--- config.mk ---
export PLATFORM = sky130hd
export DESIGN_NAME = mips_cp0_exception_unit
export DESIGN_NICKNAME = d
export VERILOG_FILES = /design/src/rtl/mips_cp0_exception_unit.sv
export SDC_FILE = /design/constraint.sdc
export NUM_CORES = 1
export LEC_CHECK = 0
export BUFFER_PORTS_ARGS = -buffer_cell sky130_fd_sc_hd__buf_2
export CAP_MARGIN = 0
export CORE_MARGIN = 5
export CORE_UTILIZATION = 39
export CTS_BUF_LIST = sky130_fd_sc_hd__clkbuf_8
export CTS_CLUSTER_DIAMETER = 50
export DETAILED_ROUTE_END_ITERATION = 8
export PLACE_DENSITY = 0.81
export SLEW_MARGIN = 0
export SYNTH_ARGS = -nofsm -noshare
export SYNTH_HDL_FRONTEND = slang
export SYNTH_SLANG_ARGS = --single-unit
--- constraint.sdc ---
create_clock -name clk_i -period 1.5 [get_ports clk_i]
set_input_delay 0.075 -clock clk_i [delete_from_list [all_inputs] [get_ports clk_i]]
set_output_delay 0.075 -clock clk_i [all_outputs]
set_load 0.02 [all_outputs]
--- src/rtl/mips_cp0_exception_unit.sv ---
// MIPS CP0 exception/interrupt controller: Status/Cause/EPC (+Count/Compare when
// CP0_TIMER_EN is defined), vectoring, ERET return and pipeline flush/redirect generation.
module mips_cp0_exception_unit #(
  parameter int                    WORD_WIDTH = 32,
  parameter int                    NUM_IRQ    = 4,
  parameter logic [WORD_WIDTH-1:0] EXC_VECTOR = WORD_WIDTH'(32'h0000_0180)
) (
  input  logic                  clk_i,
  input  logic                  reset_i,
  input  logic [NUM_IRQ-1:0]    irq_i,
  input  logic                  overflow_i,
  input  logic                  ex_valid_i,
  input  logic [WORD_WIDTH-1:0] ex_pc_i,
  input  logic                  eret_i,
  input  logic                  cp0_wr_en_i,
  input  logic [4:0]            cp0_wr_addr_i,
  input  logic [4:0]            cp0_rd_addr_i,
  input  logic [WORD_WIDTH-1:0] cp0_wr_data_i,
  output logic [WORD_WIDTH-1:0] cp0_rd_data_o,
  output logic                  if_flush_o,
  output logic                  id_flush_o,
  output logic                  ex_flush_o,
  output logic                  pc_redirect_o,
  output logic [WORD_WIDTH-1:0] redirect_pc_o,
  output logic                  exc_take_o,
  output logic [WORD_WIDTH-1:0] epc_o
);

  localparam logic [4:0] ADDR_COUNT   = 5'd9;
  localparam logic [4:0] ADDR_COMPARE = 5'd11;
  localparam logic [4:0] ADDR_STATUS  = 5'd12;
  localparam logic [4:0] ADDR_CAUSE   = 5'd13;
  localparam logic [4:0] ADDR_EPC     = 5'd14;
  localparam logic [4:0] EXC_INT      = 5'd0;
  localparam logic [4:0] EXC_OV       = 5'd12;

  typedef enum logic {NORMAL = 1'b0, HANDLER = 1'b1} state_e;

  state_e                state_q;
  logic                  ie_q;
  logic [NUM_IRQ-1:0]    im_q;
  logic [NUM_IRQ-1:0]    ip_q;
  logic [4:0]            exc_code_q;
  logic [WORD_WIDTH-1:0] epc_q;
  logic                  im7_q;
  logic                  ip7_q;
  logic [WORD_WIDTH-1:0] count_q;
  logic [WORD_WIDTH-1:0] compare_q;

  logic exl;
  logic int_req;
  logic exc_take;
  logic eret_take;
  logic wr_status;
  logic wr_cause;
  logic wr_epc;
  logic unused_wr_bits;

  assign exl       = (state_q == HANDLER);
  assign wr_status = cp0_wr_en_i && (cp0_wr_addr_i == ADDR_STATUS);
  assign wr_cause  = cp0_wr_en_i && (cp0_wr_addr_i == ADDR_CAUSE);
  assign wr_epc    = cp0_wr_en_i && (cp0_wr_addr_i == ADDR_EPC);
  assign unused_wr_bits = ^cp0_wr_data_i;

  assign int_req   = ie_q & ~exl & ex_valid_i & (|({ip7_q, ip_q} & {im7_q, im_q}));
  // Reset masks the combinational outputs so an async reset silences flushes at once.
  assign exc_take  = ~reset_i & (overflow_i | int_req);
  assign eret_take = ~reset_i & eret_i & ~exc_take;

  assign exc_take_o    = exc_take;
  assign if_flush_o    = exc_take | eret_take;
  assign id_flush_o    = exc_take;
  assign ex_flush_o    = exc_take;
  assign pc_redirect_o = exc_take | eret_take;
  assign redirect_pc_o = exc_take ? EXC_VECTOR : (eret_take ? epc_q : '0);
  assign epc_o         = epc_q;

  // MTC0 lands first; the exception/ERET update of the same edge overrides it.
  always_ff @(posedge clk_i or posedge reset_i) begin
    if (reset_i) begin
      state_q    <= NORMAL;
      ie_q       <= 1'b0;
      im_q       <= '0;
      ip_q       <= '0;
      exc_code_q <= '0;
      epc_q      <= '0;
    end else begin
      ip_q <= irq_i;
      if (wr_status) begin
        ie_q    <= cp0_wr_data_i[0];
        state_q <= cp0_wr_data_i[1] ? HANDLER : NORMAL;
        im_q    <= cp0_wr_data_i[8 +: NUM_IRQ];
      end
      if (wr_cause) exc_code_q <= cp0_wr_data_i[6:2];
      if (wr_epc)   epc_q      <= cp0_wr_data_i;
      if (exc_take && !exl) begin
        epc_q      <= ex_pc_i;
        exc_code_q <= overflow_i ? EXC_OV : EXC_INT;
        state_q    <= HANDLER;
      end else if (eret_take) begin
        state_q <= NORMAL;
      end
    end
  end

`ifdef CP0_TIMER_EN
  logic wr_count;
  logic wr_compare;

  assign wr_count   = cp0_wr_en_i && (cp0_wr_addr_i == ADDR_COUNT);
  assign wr_compare = cp0_wr_en_i && (cp0_wr_addr_i == ADDR_COMPARE);

  always_ff @(posedge clk_i or posedge reset_i) begin
    if (reset_i) begin
      count_q   <= '0;
      compare_q <= '1;
      ip7_q     <= 1'b0;
      im7_q     <= 1'b0;
    end else begin
      count_q <= wr_count ? cp0_wr_data_i : count_q + WORD_WIDTH'(1);
      if (wr_compare) compare_q <= cp0_wr_data_i;
      if (wr_status)  im7_q     <= cp0_wr_data_i[15];
      // A Compare write acknowledges the timer even if a match lands on the same edge.
      if (wr_compare)                  ip7_q <= 1'b0;
      else if (count_q == compare_q)   ip7_q <= 1'b1;
    end
  end
`else
  assign count_q   = '0;
  assign compare_q = '0;
  assign ip7_q     = 1'b0;
  assign im7_q     = 1'b0;
`endif

  always_comb begin
    logic [WORD_WIDTH-1:0] status_rd;
    logic [WORD_WIDTH-1:0] cause_rd;
    status_rd              = '0;
    status_rd[0]           = ie_q;
    status_rd[1]           = exl;
    status_rd[8 +: NUM_IRQ] = im_q;
    status_rd[15]          = im7_q;
    cause_rd               = '0;
    cause_rd[6:2]          = exc_code_q;
    cause_rd[8 +: NUM_IRQ] = ip_q;
    cause_rd[15]           = ip7_q;
    cp0_rd_data_o          = '0;
    case (cp0_rd_addr_i)
      ADDR_COUNT:   cp0_rd_data_o = count_q;
      ADDR_COMPARE: cp0_rd_data_o = compare_q;
      ADDR_STATUS:  cp0_rd_data_o = status_rd;
      ADDR_CAUSE:   cp0_rd_data_o = cause_rd;
      ADDR_EPC:     cp0_rd_data_o = epc_q;
      default:      cp0_rd_data_o = '0;
    endcase
  end

endmodule

==> After elaboration in Yosys (flattened, before gate mapping) <==
Cells that the tools add are included.
{ "totals": {"word_cells": 45, "regBits": 47, "inputBits": 84} }
{ "op_classes": {"n_mux": 12, "n_eq_ne": 6, "reduce_logical": 9, "bitwise": 12} }
{ "op_table": {"columns": ["cell", "n"], "rows": [
  ["$mux 32", 4],
  ["$pmux 32 s3", 1],
  ["$eq 5x4->1 const B", 6],
  ["$mux 5", 2],
  ["$and 1x1->1", 6],
  ["$reduce_or 5->1", 1],
  ["$and 4x4->4", 1],
  ["$logic_and 1x1->1", 4],
  ["$mux 1", 4],
  ["$mux 4", 1],
  ["$reduce_bool 2->1", 2],
  ["$not 1->1", 3],
  ["$reduce_bool 3->1", 1],
  ["$or 1x1->1", 2],
  ["$logic_not 1->1", 1]
]} }

==> Longest topological paths before layout <==
Gate-level depths: netlist (run 1).
{ "depth": {"word_depth": 10, "ltp_mapped": 6, "mapped_depth_nobuf": 4} }

==> Worst setup path before layout (run 1) <==
OpenSTA, ideal clock, no wires.
{ "synth_path": {"kind": "register to output", "startpoint": "register im_q[3]", "endpoint": "output pc_redirect_o", "setup_slack_ns": -0.317, "path_stages_with_launch": 6, "t_arrival_ns": 1.742, "cell_sequence": "dfrtp_1 > a22oi_1 > a211o_1 > a21oi_1 > or2_2 > buf_4"} }
{ "synth_via": {"elab_chain_cells": 8} }
{ "synth_rtl": {"columns": ["element", "line_no", "rtl"], "rows": [
  ["from (decl)", "41", "logic [NUM_IRQ-1:0] im_q;"],
  ["from (signal assigned)", "92", "im_q <= cp0_wr_data_i[8 +: NUM_IRQ];"],
  ["$and 4x4->4 *", "65", "assign int_req = ie_q & ~exl & ex_valid_i & (|({ip7_q, ip_q} & {im7_q, im_q}));"],
  ["$reduce_or 5->1 *", "65", null],
  ["$and 1x1->1 *", "65", null],
  ["$or 1x1->1 *", "67", "assign exc_take = ~reset_i & (overflow_i | int_req);"],
  ["$and 1x1->1 *", "67", null],
  ["net ex_flush_o", "22", "output logic ex_flush_o,"],
  ["$not 1->1", "68", "assign eret_take = ~reset_i & eret_i & ~exc_take;"],
  ["$and 1x1->1", "68", null],
  ["$or 1x1->1 *", null, null],
  ["to (decl)", "23", "output logic pc_redirect_o,"]
]} }
Mark *: on every way through the listed nets, which the timed path passes. The rest lies on a longest branch.

==> Worst setup path after layout (run 1) <==
{ "layout_path": {"startpoint": "register ip_q[0]", "endpoint": "output if_flush_o"} }
{ "layout_via": {"elab_chain_cells": 8} }
{ "layout_rtl": {"columns": ["element", "line_no", "rtl"], "rows": [
  ["from (decl)", "42", "logic [NUM_IRQ-1:0] ip_q;"],
  ["from (signal assigned)", "88", "ip_q <= irq_i;"],
  ["$and 4x4->4 *", "65", null],
  ["$reduce_or 5->1 *", "65", null],
  ["$and 1x1->1 *", "65", null],
  ["$or 1x1->1 *", "67", null],
  ["$and 1x1->1 *", "67", null],
  ["$not 1->1", "68", null],
  ["$and 1x1->1", "68", null],
  ["$or 1x1->1 *", "71", "assign if_flush_o = exc_take | eret_take;"],
  ["to (decl)", "20", "output logic if_flush_o,"]
]} }
Mark *: on every way between the ends. The rest lies on a longest branch, timed or not.

==> results.json, run 1 <==
{
  "grt_pass1_wl_mm": 14.1,
  "setup_viol": 75,
  "grt_util_all_layers_pct": 20.1,
  "synth_most_common_cell": "mux2_2",
  "worst_setup_path_end_kind": "primary output",
  "syn-num-nets": 324,
  "routed-wl-met2_mm": 5.35,
  "drc": 0,
  "synth_mux_area_share_pct": 32.1,
  "drv_slew": 0,
  "yosys.area_share.simple_pct": 16.5,
  "cts_tree": "built",
  "hold_start": "ex_pc_i[1]",
  "synth-seq-cells": 47,
  "synth_edf_count": 0,
  "numPortBuffers": 184,
  "io_pins": 185,
  "first_pass_iters": 4,
  "start_util_pct": 40.7,
  "num_antenna_cells": 0,
  "cp_max_fo": 5,
  "power.density_mw_per_mm2": 1330,
  "die_width_um": 94.6,
  "synth_fa_ha_area_share_pct": 0,
  "fin_ws_ns": -0.332,
  "syn_to_final_growth_pct": 71.9,
  "vias": 2716,
  "post-place-ws_ns": -0.228,
  "ant_nets": 0,
  "routedWlPerCell_um": 17.7,
  "wl_mm": 9.80,
  "synth_compound_area_share_pct": 5.06,
  "hold_viol": 0,
  "syn-cell-area_mm2": 0.00279,
  "synth_commonest_cells": "mux2_2, and2_1, dfrtp_1",
  "synth_flop_cell": "dfrtp_1",
  "synth_xor_area_share_pct": 0,
  "period_needed_ns": 1.83,
  "drtIter0Drc": 44,
  "clock_skew_ns": 0.00792,
  "gp_congestion": 0.785,
  "grt_antenna_before_repair": 0,
  "cap_violations": 0,
  "yosys.area.top_type": "dfrtp_1",
  "cp.required_ns": 1.42,
  "cts.sinks": 47,
  "hold_depth": 2,
  "grt_overflow": 0,
  "syn_inst": 240,
  "p_leak_nw": 2.47,
  "min_to": "epc_o[1]$_DFFE_PP0P_",
  "peakVddDrop_uv": 767,
  "synth_area_leaders": "dfrtp_1, mux2_2, and2_1",
  "dr.max_layer_used": "met4",
  "grt_max_degree": 33,
  "status": "complete, but fails checks",
  "drt-met1-wl_mm": 3.62,
  "worstSetupStartpointType": "flop",
  "reg2reg_depth": 7,
  "worstMarginPinSlew_ns": 0.427,
  "grt_pass1_vias": 2927,
  "period_share_pct": 122,
  "fmax_mhz": 546,
  "rrSetupSlack_ns": -0.33,
  "die_area_mm2": 0.00895,
  "ys_async_sr_fraction_pct": 100,
  "nNetsFinal": 542,
  "synth_warnings": 0,
  "cts_made_buffers": 5,
  "fin_tns_setup_ns": -21.66,
  "holdCritPathClass": "in2reg",
  "yosysSeqAreaShare_pct": 42.1,
  "core_mm2": 0.00687,
  "failed_checks": "setup timing",
  "synth_area_per_cell_um2": 11.6,
  "wl_met3_um": 715,
  "cts_buffer_depth": 2,
  "cp.arrival_ns": 1.76,
  "r2r_end": "epc_o[19]$_DFFE_PP0P_",
  "clk_latency_ns": 0.29,
  "root_buffer": "clkbuf_8",
  "hpwl_mm": 6.71,
  "ys_types": 28,
  "path_clk_slew_ns": 0.09,
  "drive_gt1_share_pct": 70.8,
  "synth_top_family_by_area": "multiplexers",
  "synth_top_area_share_pct": 42.1,
  "slew_headroom_pct": 71.5,
  "rsz0062_at_grt": "yes",
  "crit_type": "reg2out",
  "rows": 30,
  "h-tree-depth": 2,
  "viasPerCell": 4.89,
  "worstReg2RegStart": "ip_q[0]$_DFF_PP0_",
  "die_h_um": 94.6
}
-- layout make-up --
type | count | area [µm²]
Tap cell | 96 | 120
Clock inverter | 3 | 63.8
Timing Repair Buffer | 229 | 1640
Multi-Input combinational cell | 172 | 1720
Clock buffer | 5 | 68.8
Sequential cell | 47 | 1180
Fill cell | 508 | 2070
Inverter | 3 | 11.3
-- per-layer routing --
metal  GRT usage, %  vias up
li1               -     1266
met1           22.6     1316
met2           38.5      121
met3           4.70       13
met4           3.97        0
met5              0        -
-- flip-flops by register name (all words and copies together) (netlist names) --
name and count:
im_q 4, exl 1, ip_q 4, ie_q 1
epc_o 32, exc_code_q 5
-- worst max-delay path, cell delays in order (launching register included) --
cell and delay (ns):
dfrtp_1 0.40, a22oi_2 0.19, a211o_1 0.19, buf_4 0.13, a21oi_4 0.07, or2_2 0.31
buf_2 0.16
-- stage by stage --
stage          hold slack (ns)  power (mW)  instance area (µm²)  utilization, %  instances
2_1_floorplan            0.106        3.72                 2800               -        240
3_3_place_gp             0.160        4.58                 3950            57.5        521
3_5_place_dp             0.157        4.69                 3950            57.5        521
4_1_cts                0.00255        6.08                 4500            65.5        547
5_1_grt               0.000157        6.75                 4800            69.9        555
6_report                0.0112        6.39                 4800            69.9        555
-- report_power, final --
part           internal, mW  leakage [nW]  switching [mW]
sequential             1.75         0.561           0.444
clock                 0.659        0.0695           0.414
combinational          1.70          1.84            1.42
total                  4.11          2.47            2.28
-- kinds of logic (layout without fill, tap and decap cells) --
family                 after synthesis  in the layout
multiplexers                        81             81
buffers and inverters               21            240
AO/OA/AOI/OAI                       19             19
AND/OR/NAND/NOR                     72             72
flip-flops                          47             47
-- what timing repair did --
| action | 4_1_cts | 5_1_grt |
|---|---|---|
| buffers inserted | 6 | 4 |
| pin swaps | 2 | 2 |
| hold endpoints to repair | 26 | 3 |
| cloned | 3 | 2 |
| gates resized for setup | 70 | 62 |
| hold buffers | 9 | 3 |
| setup endpoints to repair | 71 | 75 |
-- worst max path at each step --
| stage | start | cells after the start | end |
|---|---|---|---|
| global route | ip_q[0]$_DFF_PP0_ | 6 | redirect_pc_o[16] |
| detailed placement | im_q[0]$_DFFE_PP0P_ | 5 | epc_o[28]$_DFFE_PP0P_ |
| floorplan | im_q[0]$_DFFE_PP0P_ | 6 | epc_o[0]$_DFFE_PP0P_ |
| finish | ip_q[0]$_DFF_PP0_ | 6 | if_flush_o |
| CTS | ip_q[0]$_DFF_PP0_ | 6 | if_flush_o |
| global placement | im_q[0]$_DFFE_PP0P_ | 5 | epc_o[22]$_DFFE_PP0P_ |
-- placed cells by master, fill, tap and decap left out, types with 4 or more instances in the layout --
cell type	netlist	layout
and2_4	0	19
nand2_1	6	6
buf_12	0	5
mux2_4	0	32
dfrtp_1	47	47
clkbuf_8	0	5
a22o_1	7	7
mux2_2	55	37
buf_4	5	25
mux2i_1	12	12
and2_1	51	32
buf_6	2	34
dlygate4sd3_1	0	12
o21ai_0	4	4
buf_2	3	149
No activity file was read; power rests on OpenSTA's default activity.
==> inputs of run 2 (changes only) <==
==> constraint.sdc (replaced) <==
create_clock -name clk_i -period 1.5 [get_ports clk_i]
set_input_delay 0.075 -clock clk_i [delete_from_list [all_inputs] [get_ports clk_i]]
set_output_delay 0.075 -clock clk_i [all_outputs]
set_load 0.1 [all_outputs]
==> results.json, run 2 (same netlist as run 1, synthesis figures left out) <==
{
  "status": "complete, but fails checks",
  "failed_checks": "setup timing",
  "h-tree-depth": 2,
  "cp.required_ns": 1.42,
  "worstSetupStartpointType": "flop",
  "cp-startpoint": "im_q[0]$_DFFE_PP0P_",
  "cts.sinks": 47,
  "wl_mm": 12.3,
  "die_h_um": 94.6,
  "largest_reg_flops": 32,
  "io_pins": 185,
  "root_buffer": "clkbuf_8",
  "setup_viol": 76,
  "routedWlPerCell_um": 21.4,
  "worstReg2RegStart": "im_q[0]$_DFFE_PP0P_",
  "syn_to_final_growth_pct": 120,
  "fin_ws_ns": -0.424,
  "placed_area_mm2": 0.00541,
  "cp.arrival_ns": 1.85,
  "period_needed_ns": 1.92,
  "crit_type": "reg2out",
  "cts_made_buffers": 5,
  "slew_headroom_pct": 66.7,
  "rsz0062_at_grt": "yes",
  "start_util_pct": 40.7,
  "core_mm2": 0.00687,
  "vias": 2975,
  "nNetsFinal": 562,
  "worstMarginPinSlew_ns": 0.503,
  "cap_violations": 0,
  "grt_antenna_before_repair": 0,
  "worst_setup_path_end_kind": "primary output",
  "hold_depth": 2,
  "peakVddDrop_uv": 1300,
  "hold_viol": 0,
  "fmax_mhz": 520,
  "drtIter0Drc": 87,
  "grt_pass1_wl_mm": 17.5,
  "holdCritPathClass": "in2reg",
  "ant_nets": 0,
  "nFillCells": 291,
  "period_share_pct": 128,
  "clk_latency_ns": 0.31,
  "hpwl_mm": 8.08,
  "post-route-util_pct": 89.5,
  "cp_max_fo": 12,
  "rrSetupSlack_ns": -0.39,
  "min_to": "epc_o[1]$_DFFE_PP0P_",
  "drc": 0,
  "final_cell_mix": "buf_2, buf_12, and2_4",
  "layout_commonest_cell": "buf_2",
  "post-place-ws_ns": -0.209,
  "r2r_end": "epc_o[27]$_DFFE_PP0P_",
  "path_clk_slew_ns": 0.10,
  "cts_tree": "built",
  "hold_start": "ex_pc_i[1]",
  "final_area_mm2": 0.00615,
  "drv_slew": 0,
  "numPortBuffers": 184,
  "num_antenna_cells": 0,
  "p_leak_nw": 2.82,
  "cts_buffer_depth": 2,
  "drive_gt1_share_pct": 85.0,
  "reg2reg_depth": 7,
  "grt_overflow": 0,
  "power.density_mw_per_mm2": 1680,
  "viasPerCell": 5.17,
  "die_width_um": 94.6,
  "grt_util_all_layers_pct": 25.8,
  "grt_pass1_vias": 3236,
  "grt_max_degree": 48,
  "die_area_mm2": 0.00895,
  "clock_skew_ns": 0.0117,
  "rows": 30,
  "gp_congestion": 0.804,
  "first_pass_iters": 4
}
-- run 2: cell types whose count changed in the layout (fill, tap and decap cells not counted), sizes merged --
cell         previous run  this run
dlygate4sd3            12        26
buf                   215       221
-- run 2: what timing repair did --
action                                 in CTS  in global routing
endpoints found under the hold margin      69                  3
cloned                                      5                  2
pin swaps                                   3                 12
hold buffers                               23                  3
setup buffers                               8                  5
resized for setup                           7                 16
setup endpoints to repair                  72                 75
-- run 2: worst max path at each step --
| stage | to | slack (ns) | cells past startpoint |
|---|---|---|---|
| detailed placement | redirect_pc_o[23] | -0.21 | 6 |
| global route | pc_redirect_o | -0.48 | 6 |
| floorplan | pc_redirect_o | -0.66 | 5 |
| finish | redirect_pc_o[14] | -0.42 | 6 |
| CTS | redirect_pc_o[23] | -0.38 | 6 |
| global placement | epc_o[20]$_DFFE_PP0P_ | -0.16 | 5 |
-- run 2: per-stage QoR --
step / cells / power, mW / TNS (ns) / hold WS (ns)
after global placement: 523 / 8.71 / -9.52 / 0.184
after floorplan: 240 / 7.43 / -8.70 / 0.106
after detailed placement: 523 / 8.90 / -12.03 / 0.184
final: 575 / 10.3 / -27.75 / 0.00680
after CTS: 567 / 10.2 / -24.85 / 0.000174
after global routing: 575 / 10.7 / -31.45 / -0.00111
-- run 2: worst max-delay path: stages, from the launching register on --
cell,delay (ns)
dfrtp_1,0.41
a22oi_2,0.19
a211o_1,0.19
and3_4,0.25
clkbuf_16,0.18
and2_4,0.16
buf_12,0.16
-- run 2: metal layers --
layer	global-route usage [%]	vias to the layer above	share of wire, %	routed length (µm)
met5	0	-	0	0
met4	8.65	0	3.6	444
met3	7.89	34	7.9	968
met2	47.2	157	54	6690
met1	28.1	1476	34	4180
li1	-	1308	-	-
-- run 2: cell type report --
type	count	area, µm²	share of cell area [%]
sequential	47	1210	19.7
clock buffer	5	68.8	1.12
timing repair buffer	249	2750	44.7
clock inverter	3	63.8	1.04
multi-input combinational	172	1920	31.2
tap	96	120	1.95
inverter	3	11.3	0.183
-- run 2: report_power, final --
| group | switching [mW] | internal [mW] | leakage [nW] | total (mW) |
|---|---|---|---|---|
| Clock | 0.455 | 0.660 | 0.0695 | 1.12 |
| Sequential | 0.549 | 1.82 | 0.531 | 2.37 |
| Combinational | 4.77 | 2.09 | 2.22 | 6.86 |
| Total | 5.78 | 4.57 | 2.82 | 10.3 |
